## src/rtl/ibuf_beat_shuffler.sv

```systemverilog
// DDR beat to IBUF bank shuffler with valid/ready skid pair, per-tile mode and last tagging.
// Optional stall counter is enabled by defining IBUF_SHUFFLER_STALL_CNT_EN.
module ibuf_beat_shuffler #(
    parameter int DDR_BANDWIDTH = 512,
    parameter int NUM_BANKS     = 8,
    parameter int DATA_WIDTH    = 8,
    parameter int RATIO         = DDR_BANDWIDTH / (NUM_BANKS * DATA_WIDTH),
    parameter int BEAT_CNT_W    = 16
) (
    input  logic                     clk,
    input  logic                     reset,
    input  logic                     cfg_mode,
    input  logic [BEAT_CNT_W-1:0]    cfg_num_beats,
    input  logic                     in_valid,
    output logic                     in_ready,
    input  logic [DDR_BANDWIDTH-1:0] in_data,
    output logic                     out_valid,
    input  logic                     out_ready,
    output logic [DDR_BANDWIDTH-1:0] out_data,
    output logic                     out_last,
    output logic                     tile_done,
`ifdef IBUF_SHUFFLER_STALL_CNT_EN
    output logic [31:0]              stall_cycles,
`endif
    output logic                     busy
);

    typedef enum logic {S_IDLE, S_ACTIVE} state_t;

    state_t                   r_state, w_state_nxt;
    logic [BEAT_CNT_W-1:0]    r_beat_cnt, w_cnt_nxt;
    logic [BEAT_CNT_W-1:0]    r_num_beats, w_num_nxt, w_num_cfg;
    logic                     r_mode, w_mode_nxt, w_beat_mode;
    logic                     w_last;
    logic                     w_accept, w_consume;
    logic [DDR_BANDWIDTH-1:0] w_trans, w_beat;

    logic                     r_out_valid, r_out_last;
    logic [DDR_BANDWIDTH-1:0] r_out_data;
    logic                     r_skid_valid, r_skid_last;
    logic [DDR_BANDWIDTH-1:0] r_skid_data;
    logic                     r_tile_done;

    assign in_ready  = !r_skid_valid;
    assign out_valid = r_out_valid;
    assign out_data  = r_out_data;
    assign out_last  = r_out_last;
    assign tile_done = r_tile_done;
    assign busy      = (r_state == S_ACTIVE) || r_out_valid || r_skid_valid;

    assign w_accept  = in_valid && !r_skid_valid;
    assign w_consume = r_out_valid && out_ready;

    always_comb begin
        w_trans = '0;
        for (int j = 0; j < NUM_BANKS; j++) begin
            for (int i = 0; i < RATIO; i++) begin
                w_trans[(j*RATIO+i)*DATA_WIDTH +: DATA_WIDTH] =
                    in_data[(i*NUM_BANKS+j)*DATA_WIDTH +: DATA_WIDTH];
            end
        end
    end

    assign w_num_cfg = (cfg_num_beats == '0) ? BEAT_CNT_W'(1) : cfg_num_beats;

    // Mode for the beat in flight: config applies directly on the first beat of a tile.
    always_comb begin
        w_state_nxt = r_state;
        w_cnt_nxt   = r_beat_cnt;
        w_num_nxt   = r_num_beats;
        w_mode_nxt  = r_mode;
        w_last      = 1'b0;
        w_beat_mode = (r_state == S_IDLE) ? cfg_mode : r_mode;
        if (w_accept) begin
            unique case (r_state)
                S_IDLE: begin
                    w_mode_nxt  = cfg_mode;
                    w_num_nxt   = w_num_cfg;
                    w_cnt_nxt   = BEAT_CNT_W'(1);
                    w_last      = (w_num_cfg == BEAT_CNT_W'(1));
                    w_state_nxt = w_last ? S_IDLE : S_ACTIVE;
                end
                S_ACTIVE: begin
                    w_cnt_nxt = r_beat_cnt + BEAT_CNT_W'(1);
                    w_last    = (w_cnt_nxt == r_num_beats);
                    if (w_last) w_state_nxt = S_IDLE;
                end
                default: w_state_nxt = S_IDLE;
            endcase
        end
    end

    assign w_beat = w_beat_mode ? w_trans : in_data;

    always_ff @(posedge clk or posedge reset) begin
        if (reset) begin
            r_state     <= S_IDLE;
            r_beat_cnt  <= '0;
            r_num_beats <= '0;
            r_mode      <= 1'b0;
        end else begin
            r_state     <= w_state_nxt;
            r_beat_cnt  <= w_cnt_nxt;
            r_num_beats <= w_num_nxt;
            r_mode      <= w_mode_nxt;
        end
    end

    // Skid is only ever occupied while the main register holds a stalled beat.
    always_ff @(posedge clk or posedge reset) begin
        if (reset) begin
            r_out_valid  <= 1'b0;
            r_out_last   <= 1'b0;
            r_out_data   <= '0;
            r_skid_valid <= 1'b0;
            r_skid_last  <= 1'b0;
            r_skid_data  <= '0;
            r_tile_done  <= 1'b0;
        end else begin
            r_tile_done <= w_consume && r_out_last;
            if (!r_out_valid || out_ready) begin
                if (r_skid_valid) begin
                    r_out_valid  <= 1'b1;
                    r_out_data   <= r_skid_data;
                    r_out_last   <= r_skid_last;
                    r_skid_valid <= 1'b0;
                end else if (w_accept) begin
                    r_out_valid <= 1'b1;
                    r_out_data  <= w_beat;
                    r_out_last  <= w_last;
                end else begin
                    r_out_valid <= 1'b0;
                end
            end else if (w_accept) begin
                r_skid_valid <= 1'b1;
                r_skid_data  <= w_beat;
                r_skid_last  <= w_last;
            end
        end
    end

`ifdef IBUF_SHUFFLER_STALL_CNT_EN
    logic [31:0] r_stall_cycles;
    assign stall_cycles = r_stall_cycles;

    always_ff @(posedge clk or posedge reset) begin
        if (reset) begin
            r_stall_cycles <= '0;
        end else if (r_out_valid && !out_ready && r_stall_cycles != 32'hFFFF_FFFF) begin
            r_stall_cycles <= r_stall_cycles + 32'd1;
        end
    end
`endif

endmodule

```

## config.mk

```make
export PLATFORM = sky130hd
export DESIGN_NAME = ibuf_beat_shuffler
export DESIGN_NICKNAME = d
export VERILOG_FILES = /design/src/rtl/ibuf_beat_shuffler.sv
export SDC_FILE = /design/constraint.sdc
export NUM_CORES = 2
export LEC_CHECK = 0
export ABC_AREA = 0
export CAP_MARGIN = 10
export CORE_AREA = 2 2 414 416
export DETAILED_ROUTE_END_ITERATION = 10
export DIE_AREA = 0 0 416 418
export HOLD_SLACK_MARGIN = 0.05
export PLACE_DENSITY = 0.59
export SLEW_MARGIN = 0
export SYNTH_ARGS = -nofsm -noshare
export SYNTH_HDL_FRONTEND = slang
export SYNTH_SLANG_ARGS = --single-unit
```

## constraint.sdc

```tcl
create_clock -name clk -period 51.9 [get_ports clk]
set_clock_uncertainty 0.1 [all_clocks]
set_input_delay 10.38 -clock clk [delete_from_list [all_inputs] [get_ports clk]]
set_output_delay 10.38 -clock clk [all_outputs]
set_load 0.02 [all_outputs]
```

==> run metrics <==
status=finished clean; Register Area=0.0266 mm2; die area=about 0.17 mm2; crit path kind=primary input to async pin; synthesis-to-layout area growth=34.1%; startpoint types=primary input; CP Data Required Time=roughly 53 ns; library cells used by synthesis=48; row cnt=around 150; Leakage=between 20 and 30 nW; period utilization=a little under a third; hold crit path type=register to register; crit path DAT=16.30 ns; Initial DRC Count=2771; chip height=418 um; endpoints failing hold=0; drt first pass iters=5; Total Power=0.00297 W; drc violations=0; crit-path max cell delay=about 0.9 ns; WHS=0.373 ns; Die X=416 um; pin count of the biggest net entering global routing=between 200 and 300; CTS tree=done; worst vdd ir=0.0304 mV; initial antenna violation count=35; Reg2Reg Setup Slack=45.31 ns; Power Density=between 40 and 50 mW/mm2; post-synthesis instance area=~0.048 mm2; syn avg cell area=just over 9 um2; Slowest-stage cell, CP=buf_4; Slew @ Worst Pin=roughly 1.2 ns; nets=roughly 6500; Rel. slew slack=between 20% and 30%; Ys Warns=0; most common cell after layout, fill and taps aside=nand2_1; critical path's top delay family=buffers and inverters; Final Instance Count excl. Fillers=about 8300; CP max FO=~130; clk_lat worst skew=0.77 ns; Total GRT Usage=between 10% and 20%; vias in the first global route=~38000; Clock transition at path regs=0.06 ns; most frequent cells in the layout=nand2_1, dfrtp_1, clkdlybuf4s50_1, o21ai_0, mux2i_1; CP most frequent cell=buf_4; fillers=around 17000; DR vias/cell=~4.7; # IOs=around 1100; Crit path buffers/inverters=8; post_cts resized=0; Initial Util=around 28%; CTS root buf=clkbuf_16; GRT Residual Overflow=0; Final min period=15.67 ns; Core Box Area=roughly 0.17 mm2; EDFF count, synth=0; Slew Viols, Final=0; Total Wirelength=~170 mm; FF+latch count, synth=around 1100; final setup violation count=0; routed length per instance=around 20 um; Worst setup EP type=async pin; sequential share of the synthesized area=a little under three fifths; final core occ=~38%; number of H-tree levels=3; routability congestion estimate=between 0.8 and 0.9; hpwl dp=124 mm; post-cts hold buffer count=0; # placed instances=just over 8000; remaining antenna violation count=0; RSZ-0062 raised after global routing=no; Syn Nets=5706; Max Cap Violations=0; CTS buffer count=119; vias=slightly below 40000; ys flop type=dfrtp_1; Post-CTS Setup Inserts=0; fraction of registers with async set or reset after synthesis=100%; fmax=63.8 MHz; footprint of the multi-input gates=approximately 0.02 mm2; Syn Inst Count=~5200; setup_tns=0 ns; Cell Chain, Critical Path=clkdlybuf4s50_1 > inv_8 > buf_4 > buf_12 > buf_4 > buf_4 > buf_4 > buf_4; # port buffers=roughly 1000; layout cells sized above 1=4.48%; Max Buffers Root-to-Sink=3; first-pass GRT wire length=approximately 250 mm; Clock Sink Count=about 1100
==> path summary, 6_finish.rpt <==
| path | startpoint | depth (start not counted) | to |
|---|---|---|---|
| hold / removal | r_skid_data[510] | 2 | r_skid_data[510] |
| setup reg to reg | r_skid_valid | 10 | r_skid_data[410] |
| min in group asynchronous | reset | 2 | r_skid_data[177] |
| hold reg to reg | r_skid_data[510] | 2 | r_skid_data[510] |
| max in group clk | cfg_mode | 10 | out_data[484] |
| setup / recovery | reset | 8 | out_data[3] |
==> cell usage after synthesis, types with 6 or more instances <==
| master | instances | area [um2] |
|---|---|---|
| mux2i_1 | 516 | 5160 |
| inv_1 | 6 | 22.5 |
| buf_2 | 45 | 225 |
| nor2_1 | 464 | 1740 |
| a21oi_1 | 461 | 2310 |
| clkbuf_1 | 308 | 1160 |
| xnor2_1 | 12 | 105 |
| dfrtp_1 | 1063 | 26600 |
| xor2_1 | 8 | 70.1 |
| buf_1 | 40 | 150 |
| nand3_1 | 10 | 50.1 |
| o21ai_0 | 971 | 4860 |
| nand2_1 | 1170 | 4390 |
| a22o_1 | 7 | 61.3 |
| nor3_1 | 10 | 50.1 |
| nand4_1 | 7 | 43.8 |
| mux2_2 | 17 | 191 |
==> cells by family (layout without fill, tap and decap cells) <==
kind of cell    count (synthesis)  count (layout)  share of synthesized area, %
other cells                     0              29                             0
flops                        1063            1063                          55.8
mux                           533             533                          11.2
xor+xnor                       20              20                         0.368
buf+inv                       406            1325                          3.40
simple gates                 1689            1689                          13.6
compound gates               1460            1460                          15.5
fa+ha+maj                       1               1                        0.0263
==> worst reg2reg max path: cells and delay by family (launching register included) <==
family	cells	cell delay [ns]
AOI/OAI and AO/OA	1	0.49
and+or+nand+nor	2	0.88
DFF	1	0.81
buffers and inverters	7	4.15
==> cell type report <==
class                      instances  share of cell area, %
multi-input combinational       3703                   30.5
clock buffer                     179                   5.55
antenna                           29                  0.114
clock inverter                    39                  0.656
timing repair buffer            1101                   17.2
tap                             2218                   4.34
inverter                           6                 0.0470
sequential                      1063                   41.6
==> power breakdown <==
group / switching, W / leakage [nW] / internal [W]
registers: 0.000129 / 13.2 / 0.00104
clock network: 0.000365 / 1.96 / 0.000492
logic: 0.000547 / 12.1 / 0.000395
total: 0.00104 / 27.2 / 0.00193
==> sequential cells by signal, summed over array words and instances, names as in the netlist, 16 cells and up <==
| signal | count |
|---|---|
| r_skid_data | 512 |
| r_beat_cnt | 16 |
| r_num_beats | 16 |
| out_data | 512 |
==> per-layer routing <==
metal | global-route usage (%) | wire [um] | vias up | part of all wire (%)
met5 | 0 | 15 | - | 0.0089
met4 | 7.72 | 6290 | 2 | 3.7
met3 | 4.03 | 8700 | 272 | 5.2
met2 | 31.9 | 83500 | 1042 | 50
met1 | 23.4 | 70100 | 18700 | 42
li1 | - | - | 19200 | -
==> stage by stage <==
step,area [um2],setup slack (ns)
4_1_cts,63800,36.05
3_3_place_gp,59900,35.22
5_1_grt,63900,35.37
6_report,63900,36.23
3_5_place_dp,59900,35.17
2_1_floorplan,47600,11.50
(Power assumes the default switching activity.)
